--- config.mk ---
export PLATFORM = sky130hd
export DESIGN_NAME = load_unit
export DESIGN_NICKNAME = d
export VERILOG_FILES = /design/src/rtl/load_unit.sv
export SDC_FILE = /design/constraint.sdc
export NUM_CORES = 1
export LEC_CHECK = 0
export ABC_AREA = 1
export CAP_MARGIN = 10
export CORE_MARGIN = 5
export CORE_UTILIZATION = 57
export CTS_BUF_LIST = sky130_fd_sc_hd__clkbuf_8
export DETAILED_ROUTE_END_ITERATION = 6
export GPL_TIMING_DRIVEN = 0
export PLACE_DENSITY = 0.88
export SLEW_MARGIN = 15
export SYNTH_ARGS = -nofsm -noshare
export SYNTH_HDL_FRONTEND = slang
export SYNTH_SLANG_ARGS = --single-unit
--- constraint.sdc ---
create_clock -name clk_i -period 5.5 [get_ports clk_i]
set_input_delay 1.1 -clock clk_i [delete_from_list [all_inputs] [get_ports clk_i]]
set_output_delay 1.1 -clock clk_i [all_outputs]
set_load 0.02 [all_outputs]
--- src/rtl/load_unit.sv ---
// In-order load queue: takes up to two loads per cycle, snoops ALU/load broadcasts for base operands,
// issues the head to synchronous memory and broadcasts the result two cycles later. Option: LD_CAPTURE_BYPASS_EN.
module load_unit #(
    parameter int DEPTH  = 4,
    parameter int ADDR_W = 10,
    parameter int TAG_W  = 5
) (
    input  logic              clk_i,
    input  logic              rst_i,
    input  logic              stall_i,
    input  logic              ld_disp1_i,
    input  logic              ld_disp2_i,
    input  logic              base_rdy1_i,
    input  logic              base_rdy2_i,
    input  logic [31:0]       base_val1_i,
    input  logic [31:0]       base_val2_i,
    input  logic [TAG_W-1:0]  base_tag1_i,
    input  logic [TAG_W-1:0]  base_tag2_i,
    input  logic [15:0]       offset1_i,
    input  logic [15:0]       offset2_i,
    input  logic [TAG_W-1:0]  dest_tag1_i,
    input  logic [TAG_W-1:0]  dest_tag2_i,
    input  logic [4:0]        dest1_i,
    input  logic [4:0]        dest2_i,
    input  logic              alu1_wr_i,
    input  logic              alu2_wr_i,
    input  logic [TAG_W-1:0]  alu1_res_tag_i,
    input  logic [TAG_W-1:0]  alu2_res_tag_i,
    input  logic [31:0]       alu1_res_i,
    input  logic [31:0]       alu2_res_i,
    output logic              mem_rd_o,
    output logic [ADDR_W-1:0] mem_addr_o,
    input  logic [31:0]       mem_rdata_i,
    output logic              ld_wr_o,
    output logic [TAG_W-1:0]  ld_res_tag_o,
    output logic [4:0]        ld_dest_o,
    output logic [31:0]       ld_val_o,
    output logic              full_LD_o
);
    localparam int PW = $clog2(DEPTH);
    localparam int CW = PW + 1;

    logic [DEPTH-1:0] ent_vld_q, ent_rdy_q;
    logic [31:0]      ent_bval_q [DEPTH];
    logic [TAG_W-1:0] ent_btag_q [DEPTH];
    logic [31:0]      ent_off_q  [DEPTH];
    logic [TAG_W-1:0] ent_dtag_q [DEPTH];
    logic [4:0]       ent_dst_q  [DEPTH];
    logic [32:0]      ent_sn     [DEPTH];

    logic [PW-1:0]     head_q, head_d, tail_q, tail_d, tail1;
    logic [CW-1:0]     cnt_q, cnt_d;
    logic [ADDR_W-1:0] mem_addr_q, iss_addr;
    logic [31:0]       iss_sum;
    logic              issue;

    // vld_pipe_q[0]: issued last cycle (data arriving), vld_pipe_q[1]: broadcasting now
    logic [1:0]       vld_pipe_q;
    logic [TAG_W-1:0] p1_tag_q, ld_tag_q;
    logic [4:0]       p1_dst_q, ld_dst_q;
    logic [31:0]      ld_val_q;

    // Broadcast match in priority order: alu1, alu2, then our own registered load result.
    function automatic logic [32:0] snoop(input logic [TAG_W-1:0] t);
        if (alu1_wr_i && alu1_res_tag_i == t) return {1'b1, alu1_res_i};
        if (alu2_wr_i && alu2_res_tag_i == t) return {1'b1, alu2_res_i};
        if (vld_pipe_q[1] && ld_tag_q == t)   return {1'b1, ld_val_q};
        return '0;
    endfunction

    always_comb begin
        for (int i = 0; i < DEPTH; i++) ent_sn[i] = snoop(ent_btag_q[i]);
    end

    // Slot A is the older dispatching load; slot B exists only when both dispatch.
    logic              wr_a, wr_b, a_rdy;
    logic [31:0]       a_val, a_off;
    logic [TAG_W-1:0]  a_btag, a_dtag;
    logic [4:0]        a_dst;
    logic [32:0]       a_sn, b_sn;

    assign wr_a   = !stall_i && (ld_disp1_i || ld_disp2_i);
    assign wr_b   = !stall_i && ld_disp1_i && ld_disp2_i;
    assign a_rdy  = ld_disp1_i ? base_rdy1_i : base_rdy2_i;
    assign a_val  = ld_disp1_i ? base_val1_i : base_val2_i;
    assign a_btag = ld_disp1_i ? base_tag1_i : base_tag2_i;
    assign a_off  = ld_disp1_i ? {{16{offset1_i[15]}}, offset1_i} : {{16{offset2_i[15]}}, offset2_i};
    assign a_dtag = ld_disp1_i ? dest_tag1_i : dest_tag2_i;
    assign a_dst  = ld_disp1_i ? dest1_i : dest2_i;

`ifdef LD_CAPTURE_BYPASS_EN
    assign a_sn = snoop(a_btag);
    assign b_sn = snoop(base_tag2_i);
`else
    assign a_sn = '0;
    assign b_sn = '0;
`endif

    assign issue    = ent_vld_q[head_q] && ent_rdy_q[head_q];
    assign iss_sum  = ent_bval_q[head_q] + ent_off_q[head_q];
    assign iss_addr = iss_sum[ADDR_W-1:0];
    assign tail1    = tail_q + PW'(1);
    assign tail_d   = tail_q + PW'(wr_a) + PW'(wr_b);
    assign head_d   = head_q + PW'(issue);
    assign cnt_d    = cnt_q + CW'(wr_a) + CW'(wr_b) - CW'(issue);

    assign mem_rd_o     = issue;
    assign mem_addr_o   = issue ? iss_addr : mem_addr_q;
    assign full_LD_o    = (CW'(DEPTH) - cnt_q) < CW'(2);
    assign ld_wr_o      = vld_pipe_q[1];
    assign ld_res_tag_o = ld_tag_q;
    assign ld_dest_o    = ld_dst_q;
    assign ld_val_o     = ld_val_q;

    always_ff @(posedge clk_i or negedge rst_i) begin
        if (!rst_i) begin
            ent_vld_q <= '0;
            ent_rdy_q <= '0;
            for (int i = 0; i < DEPTH; i++) begin
                ent_bval_q[i] <= '0;
                ent_btag_q[i] <= '0;
                ent_off_q[i]  <= '0;
                ent_dtag_q[i] <= '0;
                ent_dst_q[i]  <= '0;
            end
        end else begin
            for (int i = 0; i < DEPTH; i++) begin
                if (ent_vld_q[i] && !ent_rdy_q[i] && ent_sn[i][32]) begin
                    ent_rdy_q[i]  <= 1'b1;
                    ent_bval_q[i] <= ent_sn[i][31:0];
                end
            end
            if (issue) ent_vld_q[head_q] <= 1'b0;
            if (wr_a) begin
                ent_vld_q[tail_q]  <= 1'b1;
                ent_rdy_q[tail_q]  <= a_rdy || a_sn[32];
                ent_bval_q[tail_q] <= (!a_rdy && a_sn[32]) ? a_sn[31:0] : a_val;
                ent_btag_q[tail_q] <= a_btag;
                ent_off_q[tail_q]  <= a_off;
                ent_dtag_q[tail_q] <= a_dtag;
                ent_dst_q[tail_q]  <= a_dst;
            end
            if (wr_b) begin
                ent_vld_q[tail1]  <= 1'b1;
                ent_rdy_q[tail1]  <= base_rdy2_i || b_sn[32];
                ent_bval_q[tail1] <= (!base_rdy2_i && b_sn[32]) ? b_sn[31:0] : base_val2_i;
                ent_btag_q[tail1] <= base_tag2_i;
                ent_off_q[tail1]  <= {{16{offset2_i[15]}}, offset2_i};
                ent_dtag_q[tail1] <= dest_tag2_i;
                ent_dst_q[tail1]  <= dest2_i;
            end
        end
    end

    always_ff @(posedge clk_i or negedge rst_i) begin
        if (!rst_i) begin
            head_q     <= '0;
            tail_q     <= '0;
            cnt_q      <= '0;
            mem_addr_q <= '0;
            vld_pipe_q <= '0;
            p1_tag_q   <= '0;
            p1_dst_q   <= '0;
            ld_tag_q   <= '0;
            ld_dst_q   <= '0;
            ld_val_q   <= '0;
        end else begin
            head_q     <= head_d;
            tail_q     <= tail_d;
            cnt_q      <= cnt_d;
            vld_pipe_q <= {vld_pipe_q[0], issue};
            if (issue) begin
                mem_addr_q <= iss_addr;
                p1_tag_q   <= ent_dtag_q[head_q];
                p1_dst_q   <= ent_dst_q[head_q];
            end
            if (vld_pipe_q[0]) begin
                ld_tag_q <= p1_tag_q;
                ld_dst_q <= p1_dst_q;
                ld_val_q <= mem_rdata_i;
            end
        end
    end
endmodule

**Word-level counts from Yosys, hierarchy flattened**

Cells that the tools add are included.
W data, S select, Z words.

- Input port bits: 241
- Output and inout bits: 55
- Logic and storage cells: 227
- Bits in registers: 395

- Reduce and logical (&&, ||, !) cells: 35
- $lt $le $gt $ge: 12
- Equal/unequal tests: 12
- Add/sub/neg operators: 9
- Bitwise gates (word level): 7
- Muxes and demuxes: 120

Operators with widths:

| operator | number |
|---|---|
| $mux W33 | 24 |
| $bwmux W128 | 4 |
| $mux W128 | 4 |
| $mux W32 | 8 |
| $bmux W32 S2 | 2 |
| $demux W32 S2 | 2 |
| $bwmux W20 | 6 |
| $mux W20 | 6 |
| $eq A5 B5 Y1 | 12 |
| $mux W10 | 5 |
| $mux W5 | 9 |
| $mux W1 | 34 |
| $logic_and A1 B1 Y1 | 29 |
| $bmux W5 S2 | 2 |
| $demux W5 S2 | 2 |
| $mux W4 | 5 |
| $add A10 B10 Y10 | 1 |
| $ge A3 B3 Y1 const B | 3 |
| $lt A2 B3 Y1 const B | 3 |
| $not A2 Y3 | 3 |
| $bwmux W4 | 2 |
| $or A4 B4 Y4 | 2 |
| $add A2 B1 Y2 | 3 |
| $add A3 B1 Y3 | 2 |
| other kinds (12) | 22 |

**Longest topological paths before layout**

- Word-level depth: 15
- Depth in mapped cells: 17
- Gate-level depth less buffers: 15

**Worst setup path after synthesis**

No wires, ideal clock.

- Path kind: flip-flop to output port
- From: register head_q[0]
- To: output port mem_addr_o[7]
- Path buffers: 2
- Setup slack: 1,505 ps
- Stages on the path, launching flop included: 17
- Data required time: 4,400 ps
- Data arrival time: 2,895 ps
- Path through: dfrtp_1 > inv_1 > nand2_1 > inv_1 > clkbuf_1 > clkbuf_1 > nand2_1 > nand3_1 > ha_1 > a21oi_1 > nand2_1 > nand3_1 > a21oi_1 > or2_2 > nand2_1 > nand2_1 > o21ai_0

- Word-level cells in the longest chain between the ends: 6
- Elaborated cells on any way between the ends: 14
- Those cells by class: 1 x add/sub; 11 x mux; 1 x bitwise; 1 x reduce/logical

RTL lines:

| what | RTL line | source |
|---|---|---|
| from (decl) | 51 | `logic [PW-1:0] head_q, head_d, tail_q, tail_d, tail1;` |
| from (signal assigned) | 157 | `head_q <= '0;` |
| from (signal assigned) | 168 | `head_q <= head_d;` |
| $not A2 Y3 (implied by the code) | 100 | `assign iss_sum = ent_bval_q[head_q] + ent_off_q[head_q];` |
| $bmux W32 S2 | 100 |  |
| $mux W10 (implied by the code) (2 in a row) | 100 |  |
| $add A10 B10 Y10 | 100 |  |
| $mux W10 (*) | -- |  |
| to (decl) | 32 | `output logic [ADDR_W-1:0] mem_addr_o,` |

Every way passes the cells marked *; elsewhere a longest branch is shown, timed or not. The select of a mux whose other input is x is not followed.

**Final worst setup path**

- From: register head_q[1]
- To: output port mem_addr_o[9]

The elaborated chain is that of the path after synthesis.

==> impl_metrics.tcl <==
set metrics [dict create \
    end_kind "output pin" \
    p_sw_share_pct 47.7 \
    rows 56 \
    fmax_ghz 0.188 \
    ant_nets 0 \
    hpwl_microns 38200 \
    top_usage_layer "met2" \
    htree_levels 2 \
    wl_microns 51900 \
    combPwrFrac_pct 55.5 \
    crit_fanout 10 \
    first_pass_iters 6 \
    cts.sinks 219 \
    p_clk_share_pct 14.6 \
    grt_pass1_wl_microns 78700 \
    netSwitchingPower_mw 4.95 \
    fillCellCount 1901 \
    setup_viol 0 \
    rsz0062_at_grt "no" \
    slew_headroom_pct 48.4 \
    drv_cap 0 \
    numCtsBuffers 38 \
    finClkSkew_ns 0.0344 \
    synth_area_leaders "dfrtp_1 40%, nand2_1 19%, o21ai_0 6.3%, a21oi_1 5.6%, o21ai_1 3.2%" \
    use_met3_pct 9.31 \
    start_util_pct 58.2 \
    run_status "finished clean" \
    grt_max_degree 87 \
    ys_ff_latch 219 \
    power_frac_seq_pct 30.0 \
    maxSlewViolCount 0 \
    synthesis.area_sq_um 13700 \
    internal_power_mw 5.43 \
    clkSlewWorstSetupHoldPaths_ns 0.06 \
    hold_class "input pin to asynchronous set/reset pin" \
    area_growth_pct 23.4 \
    io_pins 296 \
    period_share_pct 96.8 \
    max-vdd-ir-drop_mv 0.407 \
    grt_pass1_vias 14600 \
    required_ns 4.40 \
    seq_area_frac_synth_pct 39.9 \
    crit_type "flip-flop to output pin" \
    startpoint "head_q[1]" \
    clk_path_buf_depth 3 \
    period_minus_slack_ns 5.32 \
    vias 15300 \
    grt_usage_pct 37.2 \
    setup_tns_ns 0 \
    ys_warn_count 0 \
    cp.arrival_ns 4.22 \
    gr-total-overflow 0 \
    syn-num-nets 2172 \
    portBuffers 195 \
    die_w_microns 165 \
    core-area_sq_um 23600 \
    die_area_sq_um 27300 \
    drcViolationCount 0 \
    grtUsageMet2_pct 58.3 \
    synth_cells 1915 \
    die_h_microns 165 \
    met1_usage_pct 46.8 \
    avgSynthCellArea_sq_um 7.17 \
    fin_nets 2411 \
    worstMarginPinSlew_ns 0.774 \
    cts_tree "built" \
    viasPerCell 6.12 \
    synth_top_area_share_pct 39.9 \
    hold_viol 0 \
    antenna_found_initial 0 \
    drt_iter0_markers 2297 \
    clockRootBuffer "clkbuf_8" \
    gp_congestion 0.973 \
    drive_gt1_share_pct 10.7 \
    clk-insertion-delay-late_ns 0.56 \
    yosysTopAreaCell "dfrtp_1" \
    wl_per_cell_microns 20.8 \
    r2r_start "head_q[1]" \
    synth_cell_types 36 \
    p_per_area_nw_per_um2 612 \
    dp_slack_ns 0.274 \
    final_common_cell "nand2_1" \
    layout_common_cells "700 x nand2_1, 219 x dfrtp_1, 190 x clkdlybuf4s50_1, 173 x o21ai_0, 154 x a21oi_1" \
    cp-start-kind "flip-flop" \
    holdWs_ns 0.472 \
    finalWorstSetupSlack_ns 0.175 \
    power.leakage_nw 8.04 \
]
[synthesized netlist by cell type]
cell and instances:
a21oi_1 154, a21oi_2 37, a22oi_1 44, a31oi_1 1, buf_1 4, buf_2 34
buf_6 4, clkbuf_1 52, clkinv_1 3, dfrtp_1 219, fa_1 4, ha_1 12
inv_1 85, inv_2 27, mux2_2 27, mux2i_1 10, nand2_1 700, nand2_2 14
nand3_1 44, nand3_2 4, nand3_4 3, nand3b_1 3, nand4_1 50, nor2_1 90
nor2_4 6, nor2_8 6, nor3_1 2, nor3_4 1, o2111ai_1 1, o21ai_0 173
o21ai_1 89, o21bai_1 1, o221ai_1 1, or2_2 1, xnor2_1 4, xor2_1 5
[flip-flops by register name (all words and copies together), names as in the netlist, 10 cells and up]
signal,cells
ent_off_q,40
ent_bval_q,40
ld_val_o,32
ent_btag_q,20
ent_dtag_q,20
ent_dst_q,20
mem_addr_q,10
[cells by family (layout without fill, tap and decap cells)]
logic type / count (synthesis) / after routing / synth area share (%)
multiplexers: 37 / 37 / 2.94
other: 0 / 1 / 0
AO/OA/AOI/OAI: 501 / 501 / 20.1
XOR/XNOR: 9 / 9 / 0.574
AND/OR/NAND/NOR: 924 / 924 / 28.5
flip-flops: 219 / 219 / 39.9
buffers and inverters: 209 / 472 / 6.24
adder cells (fa/ha/maj): 16 / 16 / 1.68
[critical path, cell delays in order, from the launching register on]
cell and delay (ns):
dfrtp_1 0.44, nor2_2 0.24, clkbuf_2 0.33, clkbuf_2 0.42, a22oi_1 0.17, nand2_1 0.26
ha_1 0.28, inv_1 0.09, nor3_1 0.24, nand3_1 0.10, nand4_1 0.15, o21bai_1 0.13
nand3_1 0.09, nand2_1 0.08, clkdlybuf4s50_1 0.64
[routing by layer]
| layer | up-vias | wire length, microns |
|---|---|---|
| met2 | 1222 | 23500 |
| li1 | 6856 | - |
| met5 | - | 0 |
| met1 | 6931 | 18600 |
| met3 | 281 | 6600 |
| met4 | 0 | 3220 |
[final timing paths]
path	endpoint	slack, ns	cells after the start
worst max-delay path	mem_addr_o[9]	0.18	14
max in group asynchronous	mem_addr_q[9]	4.15	2
worst min register to register	p1_dst_q[3]	0.47	2
worst max register to register	mem_addr_q[6]	2.18	15
worst min-delay path	ld_val_o[2]	0.47	1
min in group clk_i	p1_dst_q[3]	0.47	2
[repair_timing]
item,CTS,global route
gates resized for setup,6,14
setup endpoints to repair,6,6
pin swaps,0,0
setup buffers,0,3
hold buffers,0,0
[metrics by stage]
stage               instance area, sq um  utilization (%)  total power, mW  std cells
floorplan                          13700                -             6.57       1915
global placement                   16100             68.1             8.47       2429
detailed placement                 16200             68.4             8.66       2431
CTS                                16900             71.6             10.2       2494
global route                       17000             71.8             11.0       2497
finish                             17000             71.8             10.4       2498
[final cells by class]
| cell class | instances | area [sq um] | share of cell area [%] |
|---|---|---|---|
| flip-flops and latches | 219 | 5480 | 32.3 |
| clock buffers | 47 | 647 | 3.82 |
| multi-input cells | 1487 | 7410 | 43.7 |
| well taps | 319 | 399 | 2.35 |
| repair buffers | 200 | 2040 | 12.1 |
| clock inverters | 17 | 104 | 0.613 |
| plain buffers | 93 | 434 | 2.56 |
| diodes | 1 | 2.50 | 0.0148 |
| inverters | 115 | 435 | 2.57 |
[power groups by stage]
stage | registers (mW) | clock network, mW | logic [mW]
after CTS | 3.06 | 1.50 | 5.62
after detailed placement | 3.08 | 0 | 5.57
after global routing | 3.18 | 1.58 | 6.25
final | 3.11 | 1.51 | 5.76
after floorplan | 3.08 | 0 | 3.49
after global placement | 3.05 | 0 | 5.42
Note: power is estimated with default switching activity, not from simulation.
